## config.mk

```make
export PLATFORM = sky130hd
export DESIGN_NAME = edge_event_arbiter
export DESIGN_NICKNAME = d
export VERILOG_FILES = /design/src/rtl/edge_event_arbiter_pkg.sv /design/src/rtl/edge_event_arbiter_det_ch.sv /design/src/rtl/edge_event_arbiter.sv
export SDC_FILE = /design/constraint.sdc
export NUM_CORES = 1
export LEC_CHECK = 0
export CAP_MARGIN = 0
export CORE_MARGIN = 5
export CORE_UTILIZATION = 40
export CTS_BUF_LIST = sky130_fd_sc_hd__clkbuf_16
export DETAILED_ROUTE_END_ITERATION = 7
export GPL_ROUTABILITY_DRIVEN = 0
export SYNTH_ARGS = -nofsm -noshare
export SYNTH_HDL_FRONTEND = slang
export SYNTH_SLANG_ARGS = --single-unit
```

## constraint.sdc

```tcl
create_clock -name clk -period 5.95 [get_ports clk]
set_input_delay 0.8925 -clock clk [delete_from_list [all_inputs] [get_ports clk]]
set_output_delay 0.8925 -clock clk [all_outputs]
set_load 0.005 [all_outputs]
```

## src/rtl/edge_event_arbiter_pkg.sv

```systemverilog
// Shared types and the round-robin helper for the edge event arbiter.
package edge_arb_pkg;

  typedef enum logic {EV_FALL = 1'b0, EV_RISE = 1'b1} edge_kind_t;

  localparam int MAX_CH = 16;
  localparam int RR_W   = $clog2(2 * MAX_CH);

  typedef struct packed {
    logic            found;
    logic [RR_W-1:0] idx;
  } rr_pick_t;

  // Unused request bits above 2*N_CH must be zero, so a 32-entry wrap equals a 2*N_CH wrap.
  function automatic rr_pick_t rr_pick(input logic [2*MAX_CH-1:0] req,
                                       input logic [RR_W-1:0]     ptr);
    rr_pick_t        res;
    logic [RR_W-1:0] idx_v;
    logic            hit_v;
    res.found = 1'b0;
    res.idx   = '0;
    for (int k = 0; k < 2 * MAX_CH; k++) begin
      idx_v     = ptr + RR_W'(k);
      hit_v     = req[idx_v] & ~res.found;
      res.idx   = hit_v ? idx_v : res.idx;
      res.found = res.found | hit_v;
    end
    return res;
  endfunction

endpackage

```

## src/rtl/edge_event_arbiter_det_ch.sv

```systemverilog
// Per-channel edge detector; EDGE_ARB_SYNC_EN adds a 2-flop input synchronizer.
module edge_det_ch (
  input  logic clk,
  input  logic reset,
  input  logic sig_in,
  output logic rise_det,
  output logic fall_det
);

  logic lvl_s;
  logic a_ff_r;

`ifdef EDGE_ARB_SYNC_EN
  logic [1:0] sync_r;

  // Two-flop synchronizer for inputs from another clock domain
  always_ff @(posedge clk or posedge reset) begin
    if (reset) begin
      sync_r <= 2'b00;
    end else begin
      sync_r <= {sync_r[0], sig_in};
    end
  end

  assign lvl_s = sync_r[1];
`else
  assign lvl_s = sig_in;
`endif

  // Previous-cycle level; resets low so a line held high yields one rise
  always_ff @(posedge clk or posedge reset) begin
    if (reset) begin
      a_ff_r <= 1'b0;
    end else begin
      a_ff_r <= lvl_s;
    end
  end

  assign rise_det = ~a_ff_r & lvl_s;
  assign fall_det = a_ff_r & ~lvl_s;

endmodule

```

## src/rtl/edge_event_arbiter.sv

```systemverilog
// Round-robin scheduler of rise/fall events from N_CH lines onto one valid/ready slot.
// Define EDGE_ARB_SYNC_EN to synchronize asynchronous sig_in lines.
module edge_event_arbiter
  import edge_arb_pkg::*;
#(
  parameter int N_CH = 4,
  parameter int CH_W = (N_CH > 1) ? $clog2(N_CH) : 1
) (
  input  logic            clk,
  input  logic            reset,
  input  logic [N_CH-1:0] sig_in,
  output logic            evt_valid,
  input  logic            evt_ready,
  output logic [CH_W-1:0] evt_ch,
  output logic            evt_rise,
  output logic [N_CH-1:0] ovf,
  input  logic [N_CH-1:0] ovf_clr
);

  localparam int N_REQ = 2 * N_CH;

  logic [N_CH-1:0]     rise_det_s;
  logic [N_CH-1:0]     fall_det_s;
  logic [N_CH-1:0]     ovf_set_s;
  logic [N_CH-1:0]     ovf_r;
  logic [N_REQ-1:0]    det_s;
  logic [N_REQ-1:0]    pend_r;
  logic [N_REQ-1:0]    gnt_s;
  logic [2*MAX_CH-1:0] req_s;
  rr_pick_t            pick_s;
  logic                slot_free_s;
  logic                grant_s;
  logic [RR_W-1:0]     rr_ptr_r;
  logic                evt_valid_r;
  logic [CH_W-1:0]     evt_ch_r;
  edge_kind_t          evt_kind_r;

  for (genvar i = 0; i < N_CH; i++) begin : g_ch
    edge_det_ch u_det (
      .clk      (clk),
      .reset    (reset),
      .sig_in   (sig_in[i]),
      .rise_det (rise_det_s[i]),
      .fall_det (fall_det_s[i])
    );

    assign det_s[2*i]   = rise_det_s[i];
    assign det_s[2*i+1] = fall_det_s[i];
    // A detection landing on a granted bit is a fresh event, not an overflow
    assign ovf_set_s[i] = (det_s[2*i]   & pend_r[2*i]   & ~gnt_s[2*i]) |
                          (det_s[2*i+1] & pend_r[2*i+1] & ~gnt_s[2*i+1]);
  end

  // Grant selection whenever the output slot is free
  always_comb begin
    req_s              = '0;
    req_s[N_REQ-1:0]   = pend_r;
    slot_free_s        = ~evt_valid_r | evt_ready;
    pick_s             = rr_pick(req_s, rr_ptr_r);
    grant_s            = slot_free_s & pick_s.found;
    for (int j = 0; j < N_REQ; j++) begin
      gnt_s[j] = grant_s & (pick_s.idx == RR_W'(j));
    end
  end

  // Pending bits, sticky overflow, round-robin pointer and output slot
  always_ff @(posedge clk or posedge reset) begin
    if (reset) begin
      pend_r      <= '0;
      ovf_r       <= '0;
      rr_ptr_r    <= '0;
      evt_valid_r <= 1'b0;
      evt_ch_r    <= '0;
      evt_kind_r  <= EV_FALL;
    end else begin
      pend_r <= (pend_r & ~gnt_s) | det_s;
      ovf_r  <= (ovf_r & ~ovf_clr) | ovf_set_s;
      if (grant_s) begin
        evt_valid_r <= 1'b1;
        evt_ch_r    <= CH_W'(pick_s.idx >> 1);
        evt_kind_r  <= pick_s.idx[0] ? EV_FALL : EV_RISE;
        rr_ptr_r    <= (pick_s.idx == RR_W'(N_REQ - 1)) ? '0 : pick_s.idx + RR_W'(1);
      end else if (evt_ready) begin
        evt_valid_r <= 1'b0;
      end else begin
        evt_valid_r <= evt_valid_r;
      end
    end
  end

  assign evt_valid = evt_valid_r;
  assign evt_ch    = evt_ch_r;
  assign evt_rise  = (evt_kind_r == EV_RISE);
  assign ovf       = ovf_r;

endmodule

```

=== Word level (Yosys, flattened, before mapping) ===
Index checks and enable logic that the tools add are counted.

* Add/sub/neg operators: 32
* Order comparisons: 32
* Equal/unequal tests: 7
* Multiplexer cells: 100
* Bitwise logic cells: 154
* Reduce and logical (&&, ||, !) cells: 2

{| class="wikitable"
|+ Operator list
! operator !! number
|-
| $lt 5x6->1 const B || 32
|-
| $mux 5 || 33
|-
| $bmux 1 s5 || 32
|-
| $add 5x5->5 const B || 16
|-
| $and 1x1->1 || 64
|-
| $not 1->1 || 48
|-
| $add 5x4->5 const B || 8
|-
| $or 1x1->1 || 36
|-
| $mux 1 || 35
|-
| $add 5x3->5 const B || 4
|-
| $eq 5x3->1 const B || 4
|-
| $add 5x1->5 const B || 2
|-
| $add 5x2->5 const B || 2
|-
| $eq 5x2->1 const B || 2
|-
| $and 8x8->8 || 1
|-
| $not 8->8 || 1
|-
| $or 8x8->8 || 1
|-
| $eq 5x1->1 const B || 1
|-
| $logic_not 5->1 || 1
|-
| $and 4x4->4 || 1
|-
| $not 4->4 || 1
|-
| $or 4x4->4 || 1
|-
| $reduce_bool 2->1 || 1
|}

* Register bits: 25
* Bits of input ports: 11
* Logic and storage cells: 337

=== Depth between registers and ports, before layout ===
Gate-level depths: netlist of the first run.

* Depth after elaboration: 101
* Depth in mapped cells: 22
* Gate-level depth less buffers: 17

=== Hierarchy ===
From an unflattened synthesis of the first run, not the netlist that was laid out.

* Cells, all modules: 502
* Area, all modules: 3891.2 µm²

{| class="wikitable"
|+ Modules (own cells, without submodules)
! module !! times used !! cells each !! area an instance (µm²) !! sequential area each (µm²)
|-
| edge_event_arbiter || 1 || 486 || 3716.1 || 525.5
|-
| edge_det_ch || 4 || 4 || 43.8 || 25.0
|}

=== Worst setup path before layout of the first run ===
Ideal clock, no wire load.

* Kind: flip-flop to flip-flop
* Start point: reg rr_ptr_r[1]
* End point: reg rr_ptr_r[3]
* Data arrival time: 5079 ps
* Data required time: 5847 ps
* Slack: 767 ps
* Cell stages (with the launch flop): 21
* Path buffers: 4
* Path through: dfrtp_1 buf_6 buf_2 clkinv_1 ha_1 clkbuf_1 mux4_2 mux2i_2 nor3b_2 or3_4 nor2_1 or4b_1 buf_6 a21oi_1 nor3_1 a211oi_1 o31a_1 inv_1 ha_1 or3_1 o41ai_2

{| class="wikitable"
|+ RTL lines
! what !! line !! source
|-
| start: declaration || edge_event_arbiter.sv:33 || <nowiki>logic [RR_W-1:0] rr_ptr_r;</nowiki>
|-
| start signal: assignment || edge_event_arbiter.sv:82 || <nowiki>rr_ptr_r <= (pick_s.idx == RR_W'(N_REQ - 1)) ? '0 : pick_s.idx + RR_W'(1);</nowiki>
|}

==> summary.txt, run 1 <==
Route
  • First DRT Iteration DRCs: 448
  • DRC: 0
  • Total number of vias: 4048
  • Antenna Violating Nets Remaining: 0
  • Via density: 6.45
  • DR WL/cell: 20.1 µm
  • Routed WL: 12600 µm
  • First-pass DRT Iterations: 8

Yosys
  • Synth warnings: 0
  • Share of the synthesized area in the top cell type: 0.162
  • Area contributors post-synth: dfrtp_1, ha_1, nand2_1, xnor2_1, a21oi_1
  • Syn avg cell area: 7.81 µm²
  • Unique masters post-synth: 84
  • EDFF count, synth: 0
  • Post-Syn Instances: 493
  • Post-synth top flop: dfrtp_1
  • Async set-reset flop share out of synthesis: 1.00
  • Yosys reg bits: 25
  • Post-synthesis cell area: 3850 µm²
  • Syn_nets: 520
  • Sequential area share after synthesis: 0.162
  • Cell accounting for the most synthesized area: dfrtp_1

Clock tree
  • Hold Buf Count CTS: 0
  • Root Driver: clkbuf_16
  • CTS resizes: 0
  • Number of clock sinks: 25
  • TritonCTS buffer count: 3
  • Clock Latency Late Sink: 260 ps
  • Clock tree buffer depth: 2
  • Number of H-tree levels: 1
  • Setup Fix Bufs, Post-CTS: 0
  • CTS clock-pin slew for the worst setup and hold paths: 60 ps
  • CTS tree: yes

Floorplanning
  • FP Rows: 35
  • Initial Util: 0.413
  • Core box area: 9330 µm²
  • Top Ports: 19
  • Die area: 11700 µm²
  • Die X: 108 µm
  • Die Y: 108 µm

Placed design
  • Detail Placement HPWL: 9750 µm
  • Buffers on Ports: 18

GRT
  • Routing usage on met1: 0.294
  • GRT Util Overall: 0.217
  • Initial antenna violation count: 0
  • Busiest grt layer: met2
  • Met2 Usage GRT: 0.356
  • Overflow after GRT: 0
  • Vias in the first global route: 3659
  • Largest net degree at the start of global routing: 31
  • First-pass GRT wire length: 20100 µm
  • Met3 Use GR: 0.0304

Cells and area
  • Inserted Diodes: 0
  • Commonest non-fill, non-tap cell in the layout: nand2_1
  • Final #Nets: 527
  • Most frequent cells in the layout: nand2_1, nor2_1, a21oi_1
  • Fillers: 927
  • Area grow syn2layout: 9.68%
  • Fraction of layout cells with a size suffix above 1: 0.100

STA
  • Fin. Hold Viols: 0
  • Final setup viols: 0
  • Fin crit share: 0.902
  • Slew Viols, Final: 0
  • RSZ-0062 raised after global routing: false
  • Setup TNS: 0 ps
  • Worst-Margin Slew: 1070 ps
  • Period minus WS final: 5370 ps
  • Highest Clock Rate: 0.186 GHz
  • Slew headroom: 0.284
  • Clock Skews: 5.19 ps

Worst setup path
  • Cell mode on critical path: ha_1
  • Worst EP required: 6100 ps
  • CP endpoint kind: flop
  • CP startpoint kind: flop
  • Crit path arrival time: 5520 ps
  • CP peak stage delay: 770 ps
  • Max FO, Critical Path: 30
  • Crit path buf inv count: 2
  • Crit-path slowest cell: or4b_1
  • Crit Path Class: reg -> reg
  • Worst path top cell family by delay: simple AND/OR/NAND/NOR gates
  • Critical path cell sequence: buf_4, ha_1, xor2_1, mux2_2, and3_1, nor4_4, nand4_2, or4b_1, a21oi_1, nor3_1, a211oi_1, o31a_1, inv_1, ha_1, or3_1, o41ai_2

Status
  • Status: finished, final reports clean

Run
  • Max Cap Violations: 0

Worst hold path
  • Tightest Hold Check Type: reg -> reg
per-layer routing:
metal  share of wire  wire, µm
met4           0.038       486
met1            0.41      5250
met3           0.094      1190
met5               0         0
met2            0.45      5720
cells by family after synthesis:
logic type / after synthesis / synth area share
xor+xnor: 27 / 0.0634
mux: 29 / 0.0962
buf+inv: 49 / 0.0572
fa+ha+maj: 16 / 0.0520
flops: 25 / 0.162
compound gates: 143 / 0.268
simple gates: 204 / 0.301
path summary, 6_finish.rpt:
| check | depth (start not counted) | from | to | slack (ps) |
|---|---|---|---|---|
| max reg2reg | 16 | rr_ptr_r[1]$_DFFE_PP0P_ | rr_ptr_r[3]$_DFFE_PP0P_ | 580 |
| max in group asynchronous | 2 | reset | rr_ptr_r[3]$_DFFE_PP0P_ | 4240 |
| min in group asynchronous | 2 | reset | g_ch[0].u_det.a_ff_r$_DFF_PP0_ | 1140 |
| min | 1 | g_ch[3].u_det.a_ff_r$_DFF_PP0_ | pend_r[6]$_DFF_PP0_ | 470 |
| min reg2reg | 1 | g_ch[3].u_det.a_ff_r$_DFF_PP0_ | pend_r[6]$_DFF_PP0_ | 470 |
| max | 16 | rr_ptr_r[1]$_DFFE_PP0P_ | rr_ptr_r[3]$_DFFE_PP0P_ | 580 |
registers in the layout, summed over array words and instances (netlist names):
register           count
rr_ptr_r               5
pend_r                 8
evt_valid              1
evt_rise               1
ovf                    4
evt_ch                 2
g_ch.u_det.a_ff_r      4
metrics by stage:
step           hold WS (ps)  cells  worst slack (ps)   util  area (µm²)
5_1_grt                 518    628               202  0.453        4220
6_report                466    628               581  0.453        4220
3_5_place_dp            463    624               734  0.444        4140
4_1_cts                 472    628               644  0.453        4220
2_1_floorplan           441    493               767      -        3850
3_3_place_gp            458    624               834  0.444        4140
cell usage after synthesis, types with 4 or more instances:
master,count
mux4_2,4
nand3_1,16
o211a_1,4
o221ai_1,4
nand2b_1,15
a21oi_1,26
nor2b_1,14
nand4_1,8
and3_1,7
clkbuf_1,16
and2_1,5
buf_2,8
nor2_1,31
o32ai_1,4
o31ai_1,4
mux2_2,8
mux2i_1,12
a21boi_0,4
xnor2_1,17
xor2_1,9
or3_1,7
o21ai_0,17
nand2_1,46
or4_1,9
inv_1,18
o22ai_1,12
nor4_1,7
a211oi_1,9
o311ai_0,5
ha_1,16
a31oi_1,8
o211ai_1,8
a221o_1,6
nor3_1,13
dfrtp_1,25
worst reg2reg max path, stage by stage (launching register included):
cell and delay, ps:
dfrtp_1 350, buf_4 350, ha_1 470, xor2_1 400
mux2_2 430, and3_1 230, nor4_4 220, nand4_2 210
or4b_1 770, a21oi_1 240, nor3_1 80, a211oi_1 210
o31a_1 320, inv_1 110, ha_1 250, or3_1 430
o41ai_2 200
cell type report:
class | instances | area [µm²] | area share
Multi-Input combinational cell | 419 | 3000 | 0.711
Inverter | 20 | 75.1 | 0.0178
Timing Repair Buffer | 31 | 278 | 0.0658
Clock buffer | 3 | 75.1 | 0.0178
Clock inverter | 1 | 3.75 | 0.000889
Tap cell | 129 | 161 | 0.0382
Sequential cell | 25 | 626 | 0.148
Power of run 1 is not shown: default switching activity piles up to over one toggle a cycle in this logic, so the estimate is an artifact.
==> run 2: changes to the inputs <==
--- a/config.mk
+++ b/config.mk
@@ -14,3 +14,4 @@
 export SYNTH_ARGS = -nofsm -noshare
 export SYNTH_HDL_FRONTEND = slang
 export SYNTH_SLANG_ARGS = --single-unit
+export TNS_END_PERCENT = 50
==> results of run 2 <==
The final DEF is identical to that of run 1; final timing and power are the same.
Power of run 2 is left out for the same reason.
==> run 3: changes to the inputs <==
--- a/config.mk
+++ b/config.mk
@@ -7,10 +7,13 @@
 export LEC_CHECK = 0
 export CAP_MARGIN = 0
 export CORE_MARGIN = 5
-export CORE_UTILIZATION = 40
+export CORE_UTILIZATION = 60
 export CTS_BUF_LIST = sky130_fd_sc_hd__clkbuf_16
 export DETAILED_ROUTE_END_ITERATION = 7
+export DONT_BUFFER_PORTS = 1
 export GPL_ROUTABILITY_DRIVEN = 0
+export PLACE_DENSITY = 0.76
+export SLEW_MARGIN = 40
 export SYNTH_ARGS = -nofsm -noshare
 export SYNTH_HDL_FRONTEND = slang
 export SYNTH_SLANG_ARGS = --single-unit
==> summary.txt, run 3 (synthesized netlist as in run 1, its figures left out) <==
Placed design
  • Detail Placement HPWL: 9180 µm (was 9750 µm)
  • Buffers on Ports: 0 (was 18)
  • Placed cells: 553 (was 624)

Worst setup path
  • Crit-path slowest cell: or4b_1 (unchanged)
  • CP startpoint: rr_ptr_r[0]$_DFFE_PP0P_ (was rr_ptr_r[1]$_DFFE_PP0P_)
  • Crit path arrival time: 5580 ps (was 5520 ps)
  • R2r setup slk: 520 ps (was 580 ps)
  • Cell mode on critical path: ha_1 (unchanged)
  • Worst Reg-to-Reg Cells: 16 (unchanged)
  • Max FO, Critical Path: 20 (was 30)
  • Crit Path Class: reg -> reg (unchanged)
  • Critical path cell sequence: buf_4, ha_1, xor2_1, mux2_2, nand3_1, and3_1, nand4_2, or4b_1, a21oi_1, nor3_1, a211oi_1, o31a_1, inv_1, ha_1, or3_1, o41ai_2 (was buf_4, ha_1, xor2_1, mux2_2, and3_1, nor4_4, nand4_2, or4b_1, a21oi_1, nor3_1, a211oi_1, o31a_1, inv_1, ha_1, or3_1, o41ai_2)
  • Reg2reg end: rr_ptr_r[3]$_DFFE_PP0P_ (unchanged)
  • Launch point of the worst reg-to-reg path: rr_ptr_r[0]$_DFFE_PP0P_ (was rr_ptr_r[1]$_DFFE_PP0P_)
  • CP peak stage delay: 770 ps (about the same)
  • CP endpoint kind: flop (unchanged)
  • Worst EP required: 6100 ps (about the same)
  • Worst Setup EP: rr_ptr_r[3]$_DFFE_PP0P_ (unchanged)
  • CP startpoint kind: flop (unchanged)

Run
  • Max Cap Violations: 0 (unchanged)

STA
  • Highest Clock Rate: 0.184 GHz (was 0.186 GHz)
  • Hold_ws: 477 ps (was 466 ps)
  • Setup TNS: 0 ps (unchanged)
  • Fin. Hold Viols: 0 (unchanged)
  • Slew headroom: 0.461 (was 0.284)
  • Clock Skews: 2.24 ps (was 5.19 ps)
  • Worst-Margin Slew: 806 ps (was 1070 ps)
  • RSZ-0062 raised after global routing: false (unchanged)
  • Fin crit share: 0.912 (was 0.902)
  • Final setup viols: 0 (unchanged)
  • Slew Viols, Final: 0 (unchanged)
  • Period minus WS final: 5430 ps (was 5370 ps)

Route
  • Total number of vias: 4174 (was 4048)
  • Routed WL: 12200 µm (was 12600 µm)
  • First-pass DRT Iterations: 7 (was 8)
  • Via density: 7.49 (was 6.45)
  • Antenna Violating Nets Remaining: 0 (unchanged)
  • DR WL/cell: 21.9 µm (was 20.1 µm)
  • DRC: 0 (unchanged)
  • First DRT Iteration DRCs: 771 (was 448)

Cells and area
  • Most frequent cells in the layout: nand2_1, nor2_1, a21oi_1 (unchanged)
  • Leading registers by flop count: pend_r: 8 flops, rr_ptr_r: 5 flops (unchanged)
  • Fillers: 564 (was 927)
  • Fraction of layout cells with a size suffix above 1: 0.106 (was 0.100)
  • Final #Nets: 508 (was 527)
  • Max FFs per register: 8 (unchanged)
  • Commonest non-fill, non-tap cell in the layout: nand2_1 (unchanged)
  • Largest register by flop count: pend_r (unchanged)
  • Area grow syn2layout: 3.15% (was 9.68%)
  • Final cell count without fillers: 557 (was 628)
  • Inserted Diodes: 0 (unchanged)
  • Register area: 627 µm² (was 626 µm²)
  • Area of the multi-input gates: 3000 µm² (unchanged)

Floorplanning
  • Top Ports: 19 (unchanged)
  • Core box area: 6310 µm² (was 9330 µm²)
  • Die Y: 90.1 µm (was 108 µm)
  • Initial Util: 0.610 (was 0.413)
  • Die X: 90.1 µm (was 108 µm)
  • FP Rows: 29 (was 35)
  • Die area: 8120 µm² (was 11700 µm²)

Clock tree
  • Setup Fix Bufs, Post-CTS: 0 (unchanged)
  • Clock Latency Late Sink: 260 ps (about the same)
  • CTS clock-pin slew for the worst setup and hold paths: 60 ps (about the same)
  • TritonCTS buffer count: 3 (unchanged)
  • Clock tree buffer depth: 2 (unchanged)
  • Root Driver: clkbuf_16 (unchanged)
  • Number of clock sinks: 25 (unchanged)
  • Number of H-tree levels: 1 (unchanged)
  • Hold Buf Count CTS: 0 (unchanged)
  • CTS resizes: 0 (unchanged)
  • CTS tree: yes (unchanged)

GRT
  • First-pass GRT wire length: 19900 µm (was 20100 µm)
  • Largest net degree at the start of global routing: 30 (was 31)
  • Vias in the first global route: 3868 (was 3659)
  • GRT Util Overall: 0.292 (was 0.217)
  • Initial antenna violation count: 0 (unchanged)
  • Overflow after GRT: 0 (unchanged)

Status
  • Status: finished, final reports clean (unchanged)

Worst hold path
  • Tightest Hold Check Type: reg -> reg (unchanged)
-- run 3: changes by cell type in the layout (fill, tap and decap cells not counted) --
cell,before,now
buf_4,13,12
inv_2,0,1
dfrtp_1,25,24
dfrtp_2,0,1
clkdlybuf4s50_1,18,0
inv_1,19,18
-- run 3: critical path: cells and delay by family, from the launching register on --
family,cells,cell delay [ps]
AO/OA/AOI/OAI,4,980
XOR/XNOR,1,540
adder cells (fa/ha/maj),2,660
buffers and inverters,2,360
flip-flops,1,350
multiplexers,1,450
AND/OR/NAND/NOR,6,1980
-- run 3: layout make-up --
cell class	count	share of cell area
Tap cell	77	0.0243
Timing Repair Buffer	12	0.0227
Clock buffer	3	0.0189
Clock inverter	1	0.000945
Multi-Input combinational cell	419	0.756
Inverter	20	0.0189
Sequential cell	25	0.158
-- run 3: stage by stage --
stage,util,setup slack (ps),instance area [µm²]
3_3_place_gp,0.616,833,3890
5_1_grt,0.629,265,3970
4_1_cts,0.629,632,3970
3_5_place_dp,0.617,674,3890
6_report,0.629,522,3970
2_1_floorplan,-,767,3850
-- run 3: how the worst min path moves through the flow --
stage	from	endpoint	slack, ps	cells past startpoint
2_1_floorplan	g_ch[3].u_det.a_ff_r$_DFF_PP0_	pend_r[6]$_DFF_PP0_	440	1
5_1_grt	g_ch[3].u_det.a_ff_r$_DFF_PP0_	pend_r[6]$_DFF_PP0_	500	1
6_report	g_ch[3].u_det.a_ff_r$_DFF_PP0_	pend_r[6]$_DFF_PP0_	480	1
4_1_cts	g_ch[3].u_det.a_ff_r$_DFF_PP0_	pend_r[6]$_DFF_PP0_	480	1
3_5_place_dp	g_ch[3].u_det.a_ff_r$_DFF_PP0_	pend_r[6]$_DFF_PP0_	470	1
3_3_place_gp	g_ch[3].u_det.a_ff_r$_DFF_PP0_	pend_r[6]$_DFF_PP0_	450	1
-- run 3: routing by layer --
metal / wire length [µm] / global-route usage
met4: 750 / 0.163
met3: 1540 / 0.0434
met1: 4580 / 0.389
met5: 0 / 0
met2: 5330 / 0.449
Power of run 3 is left out for the same reason.
